File: config.mk
export PLATFORM = sky130hd
export DESIGN_NAME = profile_counter_bank
export DESIGN_NICKNAME = d
export VERILOG_FILES = /design/src/rtl/profile_counter_pkg.sv /design/src/rtl/profile_counter_channel.sv /design/src/rtl/profile_counter_bank.sv
export SDC_FILE = /design/constraint.sdc
export NUM_CORES = 1
export LEC_CHECK = 0
export CAP_MARGIN = 30
export CORE_MARGIN = 8
export CORE_UTILIZATION = 55
export DETAILED_ROUTE_END_ITERATION = 10
export PLACE_DENSITY = 0.79
export SLEW_MARGIN = 10
export SYNTH_ARGS = -nofsm -noshare
export SYNTH_HDL_FRONTEND = slang
export SYNTH_SLANG_ARGS = --single-unit
File: constraint.sdc
create_clock -name clock -period 3.65 [get_ports clock]
set_clock_uncertainty 0.05 [all_clocks]
set_input_delay 0.73 -clock clock [delete_from_list [all_inputs] [get_ports clock]]
set_output_delay 0.73 -clock clock [all_outputs]
set_load 0.005 [all_outputs]
File: src/rtl/profile_counter_pkg.sv
// Shared encodings for the profile counter bank: channel mode and count direction.
package profile_counter_pkg;

  localparam logic MODE_WRAP     = 1'b0;
  localparam logic MODE_SATURATE = 1'b1;

  localparam logic DIR_DOWN = 1'b0;
  localparam logic DIR_UP   = 1'b1;

endpackage

File: src/rtl/profile_counter_channel.sv
// One profile counter channel: load/count/hold register plus its sticky overflow flag.
// With PROFILE_COUNTER_BANK_SNAPSHOT_EN defined, the post-update value is exported for snapshots.
module profile_counter_channel
  import profile_counter_pkg::*;
#(
  parameter int WIDTH = 32
) (
  input  logic             clock,
  input  logic             reset,
  input  logic             enable,
  input  logic             direction,
  input  logic             saturate,
  input  logic             load,
  input  logic [WIDTH-1:0] loadValue,
  input  logic             clearFlag,
  output logic [WIDTH-1:0] count,
  output logic             overflowFlag
`ifdef PROFILE_COUNTER_BANK_SNAPSHOT_EN
  ,
  output logic [WIDTH-1:0] countNext
`endif
);

  logic [WIDTH-1:0] count_nxt;
  logic             ovf_evt;

  always_comb begin
    count_nxt = count;
    ovf_evt   = 1'b0;
    if (load) begin
      count_nxt = loadValue;
    end else if (enable) begin
      if (direction == DIR_UP) begin
        if (count == '1) begin
          ovf_evt   = 1'b1;
          count_nxt = (saturate == MODE_SATURATE) ? count : '0;
        end else begin
          count_nxt = count + 1'b1;
        end
      end else begin
        if (count == '0) begin
          ovf_evt   = 1'b1;
          count_nxt = (saturate == MODE_SATURATE) ? count : '1;
        end else begin
          count_nxt = count - 1'b1;
        end
      end
    end
  end

  // A same-cycle overflow beats a clear so no event is ever lost.
  always_ff @(posedge clock) begin
    if (reset) begin
      count        <= '0;
      overflowFlag <= 1'b0;
    end else begin
      count        <= count_nxt;
      overflowFlag <= ovf_evt | (overflowFlag & ~clearFlag);
    end
  end

`ifdef PROFILE_COUNTER_BANK_SNAPSHOT_EN
  assign countNext = count_nxt;
`endif

endmodule

File: src/rtl/profile_counter_bank.sv
// Bank of independent profile counters with load decode and a registered overflow summary.
// Optional atomic snapshot of all channels when PROFILE_COUNTER_BANK_SNAPSHOT_EN is defined.
module profile_counter_bank
  import profile_counter_pkg::*;
#(
  parameter int WIDTH    = 32,
  parameter int CHANNELS = 4,
  localparam int LW      = (CHANNELS > 1) ? $clog2(CHANNELS) : 1
) (
  input  logic                      clock,
  input  logic                      reset,
  input  logic [CHANNELS-1:0]       enable,
  input  logic [CHANNELS-1:0]       direction,
  input  logic [CHANNELS-1:0]       saturate,
  input  logic                      loadValid,
  input  logic [LW-1:0]             loadChannel,
  input  logic [WIDTH-1:0]          loadValue,
  input  logic [CHANNELS-1:0]       clearFlags,
  output logic [CHANNELS*WIDTH-1:0] counterValues,
  output logic [CHANNELS-1:0]       overflowFlags,
  output logic                      anyOverflow
`ifdef PROFILE_COUNTER_BANK_SNAPSHOT_EN
  ,
  input  logic                      snapshotReq,
  output logic [CHANNELS*WIDTH-1:0] snapshotValues,
  output logic                      snapshotValid
`endif
);

`ifdef PROFILE_COUNTER_BANK_SNAPSHOT_EN
  logic [CHANNELS*WIDTH-1:0] next_values;
`endif

  // Out-of-range channel numbers never match any index, so such loads are dropped.
  for (genvar i = 0; i < CHANNELS; i++) begin : g_chan
    logic load_hit;
    assign load_hit = loadValid && (loadChannel == LW'(i));

    profile_counter_channel #(
      .WIDTH(WIDTH)
    ) u_chan (
      .clock        (clock),
      .reset        (reset),
      .enable       (enable[i]),
      .direction    (direction[i]),
      .saturate     (saturate[i]),
      .load         (load_hit),
      .loadValue    (loadValue),
      .clearFlag    (clearFlags[i]),
      .count        (counterValues[i*WIDTH +: WIDTH]),
      .overflowFlag (overflowFlags[i])
`ifdef PROFILE_COUNTER_BANK_SNAPSHOT_EN
      ,
      .countNext    (next_values[i*WIDTH +: WIDTH])
`endif
    );
  end

  always_ff @(posedge clock) begin
    if (reset) begin
      anyOverflow <= 1'b0;
    end else begin
      anyOverflow <= |overflowFlags;
    end
  end

`ifdef PROFILE_COUNTER_BANK_SNAPSHOT_EN
  always_ff @(posedge clock) begin
    if (reset) begin
      snapshotValues <= '0;
      snapshotValid  <= 1'b0;
    end else begin
      snapshotValid <= snapshotReq;
      if (snapshotReq) snapshotValues <= next_values;
    end
  end
`endif

endmodule

## Word-level counts from Yosys, hierarchy flattened

Cells that the tools add are included.

| operators by class | value |
|---|---|
| bitwise logic cells | 12 |
| div/mod/pow operators | 0 |
| reduce and logical (&&, ||, !) cells | 18 |
| $lt $le $gt $ge | 0 |
| muxes and demuxes | 48 |
| equal/unequal tests | 15 |
| shift-type cells | 0 |
| add/sub/neg operators | 8 |
| multipliers | 0 |

Operator list:

| operator | number |
|---|---|
| 32-bit 2-to-1 mux | 28 |
| 32-bit by 1-bit adder with 32-bit output, second input constant | 4 |
| 32-bit equality test, second input constant | 4 |
| 32-bit logical NOT | 4 |
| 32-bit by 1-bit subtractor with 32-bit output, second input constant | 4 |
| 4-bit inequality test, second input constant | 8 |
| 1-bit 2-to-1 mux | 20 |
| 3-bit AND reduction | 4 |
| 2-bit nonzero test | 4 |
| 1-bit bitwise AND | 4 |
| 2-bit equality test, second input constant | 2 |
| 1-bit logical AND | 4 |
| 1-bit NOT | 4 |
| 1-bit OR | 4 |
| 4-bit OR reduction | 1 |
| 2-bit by 1-bit equality test with 1-bit output, second input constant | 1 |
| 2-bit logical NOT | 1 |

| word-level totals | value |
|---|---|
| latch bits | 0 |
| bits in writable memories | 0 |
| register bits | 133 |
| memories | 0 |
| word-level logic and storage cells | 110 |
| memory bits (read-only) | 0 |
| output and inout port bits | 133 |
| input port bits | 53 |

## Depth between registers and ports, before layout

Gate-level depths: netlist of the first run.

| depth | value |
|---|---|
| depth in word-level cells | 6 |
| depth in mapped cells | 11 |
| mapped depth without buffers | 9 |

## Cells and area by module

A second synthesis of the first run with hierarchy kept.

| unflattened totals | value |
|---|---|
| cells, all modules | 1779 |
| area, all modules | 12812.3 um^2 |

Modules (own cells, without submodules):

| module | seq. area each (um^2) | cells an instance | area an instance (um^2) | times used |
|---|---|---|---|---|
| profile_counter_channel at g_chan[0].u_chan ... | 660.6 | 438 | 3165.5 | 3 |
| profile_counter_channel at g_chan[3].u_chan | 660.6 | 457 | 3255.6 | 1 |
| profile_counter_bank | 20.0 | 8 | 60.1 | 1 |

## Worst setup path before layout of the first run

Ideal clock, no wire load.

| path | value |
|---|---|
| path kind | register to register |
| start | register g_chan[0].u_chan.count[13] |
| end | register g_chan[0].u_chan.count[5] |
| library setup time | 0.071 ns |
| path buffers | 3 |
| arrival time | 2.797 ns |
| path slack | 0.732 ns |
| clock period less this slack | 2.918 ns |
| data required time | 3.529 ns |
| stages on the path, launching flop included | 11 |
| path through | dfxtp_1 buf_6 or3_4 or4_4 buf_6 or4_4 and2_1 buf_6 mux2i_1 or3_1 a21oi_1 |

| between the ends | value |
|---|---|
| cells in the longest elaborated chain, start to end | 5 |
| elaborated cells between the ends (all ways) | 10 |
| those cells by class | 3 x eq/ne; 5 x mux; 2 x reduce/logical |

Ends and longest elaborated chain:

| element | RTL line | RTL |
|---|---|---|
| from (decl) | profile_counter_channel.sv:16 | `output logic [WIDTH-1:0] count,` |
| from (signal assigned) | profile_counter_channel.sv:57 | `count <= count_nxt;` |
| 32-bit equality test / 32-bit logical NOT (equally long branches) | profile_counter_channel.sv:34, profile_counter_channel.sv:41 |  |
| 32-bit 2-to-1 mux (on tied branches) | profile_counter_channel.sv:34, profile_counter_channel.sv:41 |  |
| 32-bit 2-to-1 mux | profile_counter_channel.sv:33 | `if (direction == DIR_UP) begin` |
| 32-bit 2-to-1 mux | profile_counter_channel.sv:32 | `end else if (enable) begin` |
| 32-bit 2-to-1 mux | profile_counter_channel.sv:30 | `if (load) begin` |

Parallel ways exist; a longest one is shown, timed or not. The select of a mux whose other input is x is not followed.
A chain may end at the register's enable or synchronous reset.

## Final worst setup path of the first run

| path | value |
|---|---|
| start | register g_chan[1].u_chan.count[14] |
| end | register g_chan[1].u_chan.count[7] |

| between the ends | value |
|---|---|
| cells in the longest elaborated chain, start to end | 5 |
| elaborated cells between the ends (all ways) | 10 |
| those cells by class | 3 x eq/ne; 5 x mux; 2 x reduce/logical |

Ends and longest elaborated chain:

| element | RTL line |
|---|---|
| from (decl) | profile_counter_channel.sv:16 |
| from (signal assigned) | profile_counter_channel.sv:57 |
| 32-bit equality test / 32-bit logical NOT (equally long branches) | profile_counter_channel.sv:34, profile_counter_channel.sv:41 |
| 32-bit 2-to-1 mux (on tied branches) | profile_counter_channel.sv:34, profile_counter_channel.sv:41 |
| 32-bit 2-to-1 mux | profile_counter_channel.sv:33 |
| 32-bit 2-to-1 mux | profile_counter_channel.sv:32 |
| 32-bit 2-to-1 mux | profile_counter_channel.sv:30 |

Parallel ways exist; a longest one is shown, timed or not. The select of a mux whose other input is x is not followed.

==> results.json, run 1 <==
{
  "layout-drive-gt1-share_pct": 8.56,
  "synth_area_leader_cell": "dfxtp_1",
  "p_clk_share_pct": 32.7,
  "antenna_found_initial": 1,
  "io_buffers": 185,
  "dpl.hpwl_um": 39200,
  "rsz0062_at_grt": "false",
  "cts_sinks": 133,
  "wl_um": 55400,
  "internal_power_mw": 3.25,
  "crit_chain": "or4_1 -> nor4b_1 -> and3_1 -> buf_4 -> o311a_1 -> o21ai_0 -> a2111oi_0",
  "vias_per_cell": 7.19,
  "worstRegToRegCells": 7,
  "grt_max_degree": 51,
  "cts_max_path_buffers": 2,
  "critPathLaunchType": "register",
  "ys_seq_elements": 133,
  "pwr-share-seq_pct": 35.3,
  "max-cap-violations": 0,
  "cts_setup_buffers": 0,
  "ys_types": 84,
  "ys.flop_type": "dfxtp_1",
  "path_clk_slew_ns": 0.07,
  "ys_top_cells_by_count": "nor2_1, clkbuf_1, dfxtp_1",
  "cp_max_fo": 11,
  "htreeDepth": 4,
  "ir_drop_mv": 0.278,
  "cp_data_required_time_ns": 3.87,
  "yosysMostFrequentCell": "nor2_1",
  "die_w_um": 167,
  "yosys_warnings": 0,
  "end_kind": "register",
  "syn_area_um2": 12500,
  "drc_errors": 0,
  "fin_area_um2": 15200,
  "clock_latency_ns": 0.43,
  "synth_top_area_share_pct": 21.3,
  "final-setup-viol-count": 0,
  "syn_inst": 1819,
  "grt_busiest_layer": "met2",
  "multi_input_area_um2": 8980,
  "fillerInstances": 2020,
  "arrival_ns": 3.55,
  "synthTopCellsByArea": "dfxtp_1, nor2_1, a21oi_1",
  "area_delta_synth_final_pct": 21.7,
  "overflow": 0,
  "grtUsageMet1_pct": 48.5,
  "cts_hold_buf": 0,
  "comb_power_share_pct": 32.1,
  "track_usage_pct": 37.9,
  "syn_nets": 1884,
  "die-area_um2": 27800,
  "drtIter0Drc": 2628,
  "dpl_cell_area_um2": 14600,
  "slew_violations": 0,
  "swShare_pct": 37.3,
  "worstSetupPathType": "register to register",
  "worstHoldPathCells": 2,
  "worst_pin_slew_ns": 0.950,
  "fin_crit_ns": 3.33,
  "start_util_pct": 55.5,
  "syn_area_per_cell_um2": 6.87,
  "cts_resized": 0,
  "first_global_vias": 14680,
  "num_vias": 16087,
  "met2_usage_pct": 55.6,
  "final_nets": 2002,
  "finalWeightedCongestion": 1.02,
  "grt_pass1_wl_um": 85200,
  "path_buf_inv": 1,
  "cp_slowest_stage_delay_ns": 0.64,
  "period_share_pct": 91.1,
  "antenna_left": 0,
  "ys_seq_area_share_pct": 21.3,
  "async_flop_share_pct": 0,
  "seq_area_um2": 2660,
  "coreArea_um2": 22500,
  "fin_tns_setup_ns": 0,
  "ios": 186,
  "cts_buffers": 17,
  "synth-edff-count": 0,
  "status": "finished, final reports clean",
  "power_switching_mw": 1.93,
  "power_leakage_nw": 5.21,
  "hp-class": "register to register",
  "cts_tree": "yes",
  "root_buffer": "clkbuf_16",
  "globalRouteMet3Util_pct": 11.7,
  "path_depth": 7,
  "die_y_um": 167,
  "clock.fmax_ghz": 0.301,
  "power_density_nw_per_um2": 341,
  "critPathSlowestCell": "or4_1",
  "slew_headroom_pct": 36.0,
  "critical-path-top-delay-family": "simple AND/OR/NAND/NOR gates",
  "hold_viol_final": 0,
  "fp-row-count": 55,
  "routedWlPerCell_um": 24.8,
  "drtPass1Iterations": 7
}
[per-layer routing]
layer | wire [um] | part of all wire, %
met5 | 0 | 0
met3 | 7450 | 13
met1 | 21200 | 38
met2 | 23500 | 42
met4 | 3240 | 5.8
[final cells by class]
cell class,instances,area share (%)
clock inverters,12,0.699
diodes,1,0.0165
repair buffers,274,16.6
flip-flops and latches,133,17.5
multi-input cells,1477,59.0
clock buffers,20,2.94
inverters,34,0.839
well taps,285,2.34
[power groups by stage]
stage	clock network (mW)	registers [mW]	logic, mW
5_1_grt	1.74	1.84	1.78
3_5_place_dp	0	1.84	1.60
2_1_floorplan	0	1.71	1.03
3_3_place_gp	0	1.84	1.58
6_report	1.69	1.83	1.66
4_1_cts	1.68	1.81	1.61
[sequential cells by signal, indices dropped and copies added, names as in the netlist]
name	count
anyOverflow	1
g_chan.u_chan.overflowFlag	4
g_chan.u_chan.count	128
[per-stage QoR]
| stage | power (mW) | util (%) | setup WS [ns] | std cells | hold slack [ns] |
|---|---|---|---|---|---|
| 2_1_floorplan | 2.74 | - | 0.732 | 1819 | 0.408 |
| 3_3_place_gp | 3.43 | 65.1 | 0.478 | 2202 | 0.484 |
| 3_5_place_dp | 3.45 | 65.1 | 0.418 | 2202 | 0.484 |
| 4_1_cts | 5.11 | 67.5 | 0.416 | 2234 | 0.494 |
| 5_1_grt | 5.36 | 67.6 | 0.0550 | 2236 | 0.524 |
| 6_report | 5.18 | 67.6 | 0.324 | 2236 | 0.497 |
[path summary, 6_finish.rpt]
| check | startpoint | endpoint | slack, ns |
|---|---|---|---|
| worst max-delay path | g_chan[1].u_chan.count[14] | g_chan[1].u_chan.count[7] | 0.32 |
| worst min-delay path | g_chan[3].u_chan.overflowFlag | g_chan[3].u_chan.overflowFlag | 0.50 |
| worst max register to register | g_chan[1].u_chan.count[14] | g_chan[1].u_chan.count[7] | 0.32 |
| worst min register to register | g_chan[3].u_chan.overflowFlag | g_chan[3].u_chan.overflowFlag | 0.50 |
[cells in the final DEF, fill, tap and decap left out, types with 10 or more instances in the layout]
master	Yosys	layout
nor2_1	207	207
clkdlybuf4s50_1	0	184
dfxtp_1	133	133
a21oi_1	129	129
nand2_1	126	126
nor3_1	96	96
buf_4	7	88
nand3_1	84	84
o21ai_0	80	80
nor4_1	63	63
nand4_1	52	52
or3_1	48	48
xnor2_1	46	46
a211oi_1	39	39
a22oi_1	36	36
inv_1	34	34
and3_1	33	33
a31oi_1	32	31
o22ai_1	30	30
or4_1	29	29
and4_1	24	24
o31ai_1	20	20
xor2_1	19	19
a2111oi_0	17	17
clkbuf_16	0	17
nand2b_1	16	16
a211o_1	15	15
or2_2	12	12
o211ai_1	12	12
a311oi_1	12	12
o221ai_1	12	12
a21o_1	12	12
ha_1	12	12
and2_1	10	10
a221oi_1	10	10
[tightest hold or removal path, cell delays in order (launching register included)]
cell and delay, ns:
dfxtp_1 0.36, nand2b_1 0.09, a21oi_1 0.05
[cells by family after synthesis]
| family | share of synthesized area [%] |
|---|---|
| buf+inv | 6.93 |
| flops | 21.3 |
| compound gates | 28.4 |
| fa+ha+maj | 1.20 |
| mux | 0.811 |
| simple gates | 36.8 |
| xor+xnor | 4.56 |
Power figures use the tool's default switching activity.
==> inputs of run 2 (changes only) <==
SKIP_LAST_GASP = 1   (was unset)
==> results of run 2 <==
Final layout, timing and power as in run 1 (identical DEF).
==> inputs of run 3 (changes only) <==
REMOVE_ABC_BUFFERS = 1   (was unset)
clock period = 3.75 ns   (was 3.65 ns; I/O delays follow)
==> run 3 against run 2 <==
Utilization is essentially flat. Sequential power is essentially flat. Non-clock buffer count shrank 11. Via count grew 0.11%. Largest cell class unchanged.
==> results.json, run 3 (same netlist as run 1, synthesis figures left out) <==
{
  "status": "finished, final reports clean",
  "cts_buffers": 17,
  "worstHoldPathCells": 2,
  "area_delta_synth_final_pct": 21.8,
  "end_kind": "register",
  "htreeDepth": 4,
  "cts_resized": 0,
  "hold_viol_final": 0,
  "place_ws_ns": 0.374,
  "wl_um": 53300,
  "period_share_pct": 86.5,
  "path_clk_slew_ns": 0.06,
  "track_usage_pct": 36.5,
  "cts_hold_buf": 0,
  "slew_headroom_pct": 33.6,
  "worst_pin_slew_ns": 0.992,
  "slew_violations": 0,
  "overflow": 0,
  "start_util_pct": 55.5,
  "layout_common_cells": "nor2_1, clkdlybuf4s50_1, dfxtp_1",
  "drc_errors": 0,
  "layout-drive-gt1-share_pct": 8.10,
  "cp_max_fo": 15,
  "first_global_vias": 14648,
  "root_buffer": "clkbuf_16",
  "antenna_found_initial": 1,
  "drtPass1Iterations": 6,
  "finalWeightedCongestion": 1.01,
  "drtIter0Drc": 2410,
  "worstSetupPathType": "register to register",
  "num_vias": 16104,
  "die-area_um2": 27800,
  "setup_slack_ns": 0.507,
  "holdPathEnd": "g_chan[3].u_chan.overflowFlag",
  "critPathLaunchType": "register",
  "top_register": "g_chan.u_chan.count",
  "vias_per_cell": 7.23,
  "die_y_um": 167,
  "routedWlPerCell_um": 23.9,
  "io_buffers": 185,
  "antenna_left": 0,
  "fp-row-count": 55,
  "ir_drop_mv": 0.259,
  "clock.fmax_ghz": 0.308,
  "fin_tns_setup_ns": 0,
  "cts_setup_buffers": 0,
  "clock_latency_ns": 0.44,
  "r2r-start": "g_chan[0].u_chan.count[13]",
  "reg.largest.list": "g_chan.u_chan.count (128), g_chan.u_chan.overflowFlag (4), anyOverflow (1)",
  "dpl.hpwl_um": 37100,
  "hp-class": "register to register",
  "power_density_nw_per_um2": 346,
  "rsz0062_at_grt": "false",
  "rr_endpoint": "g_chan[0].u_chan.count[5]",
  "power_leakage_nw": 5.18,
  "fin_crit_ns": 3.24,
  "cts_max_path_buffers": 2,
  "grt_max_degree": 74,
  "cts_sinks": 133,
  "final_nets": 1991,
  "die_w_um": 167,
  "ios": 186,
  "arrival_ns": 3.55,
  "cp_data_required_time_ns": 4.06,
  "grt_pass1_wl_um": 82500,
  "max-cap-violations": 0,
  "final_common_cell": "nor2_1",
  "worstRegToRegCells": 7,
  "hold_start": "g_chan[3].u_chan.overflowFlag",
  "cts_tree": "yes",
  "final-setup-viol-count": 0,
  "largest_register_ffs": 128,
  "r2r_slack_ns": 0.51,
  "coreArea_um2": 22500
}
## run 3: cell types whose count changed in the layout (fill, tap and decap cells not counted)
cell | before | now
clkinv_4 | 2 | 1
clkinv_2 | 4 | 0
clkbuf_1 | 2 | 1
bufinv_16 | 1 | 4
clkbuf_4 | 1 | 0
buf_4 | 88 | 78
inv_6 | 1 | 4
diode_2 | 1 | 3
## run 3: power breakdown
group / switching, mW / internal (mW) / total [mW]
Sequential: 0.279 / 1.52 / 1.80
Clock: 0.754 / 1.14 / 1.90
Combinational: 0.861 / 0.698 / 1.56
## run 3: worst max-delay path, cell delays in order (launching register included)
cell	delay, ns
dfxtp_1	0.41
or3_4	0.44
or4_4	0.61
or4_4	0.53
and2_1	0.43
mux2i_1	0.21
or3_1	0.36
a21oi_1	0.12
## run 3: worst max-delay path by stage
stage	startpoint	end	slack (ns)	cells past startpoint
5_1_grt	g_chan[2].u_chan.count[18]	g_chan[2].u_chan.count[31]	0.30	7
3_3_place_gp	direction[2]	g_chan[2].u_chan.count[29]	0.47	8
3_5_place_dp	direction[2]	g_chan[2].u_chan.count[31]	0.37	8
4_1_cts	g_chan[0].u_chan.count[13]	g_chan[0].u_chan.count[5]	0.55	7
6_report	g_chan[0].u_chan.count[13]	g_chan[0].u_chan.count[5]	0.51	7
2_1_floorplan	loadChannel[1]	g_chan[0].u_chan.count[31]	0.69	4
## run 3: per-stage QoR
step / hold WS, ns / total power, mW / util, % / instances / area [um2]
3_3_place_gp: 0.436 / 3.31 / 64.7 / 2192 / 14600
3_5_place_dp: 0.444 / 3.33 / 64.7 / 2192 / 14600
4_1_cts: 0.454 / 5.20 / 67.6 / 2224 / 15200
6_report: 0.459 / 5.26 / 67.6 / 2227 / 15200
5_1_grt: 0.497 / 5.43 / 67.6 / 2224 / 15200
2_1_floorplan: 0.418 / 2.56 / - / 1644 / 11800
## run 3: cell type report
type	count	area [um2]
multi-input combinational	1477	8980
fill	1979	7290
sequential	133	2660
timing repair buffer	263	2450
clock buffer	19	443
tap	285	357
clock inverter	13	194
inverter	34	128
antenna	3	7.51
## run 3: per-layer routing
| layer | wire (um) | vias to the layer above | global-route usage (%) |
|---|---|---|---|
| met2 | 22400 | 1212 | 54.4 |
| met1 | 20500 | 7491 | 47.7 |
| met4 | 3190 | 2 | 21.0 |
| li1 | - | 7160 | - |
| met3 | 7140 | 239 | 8.25 |
| met5 | 13 | - | 0 |
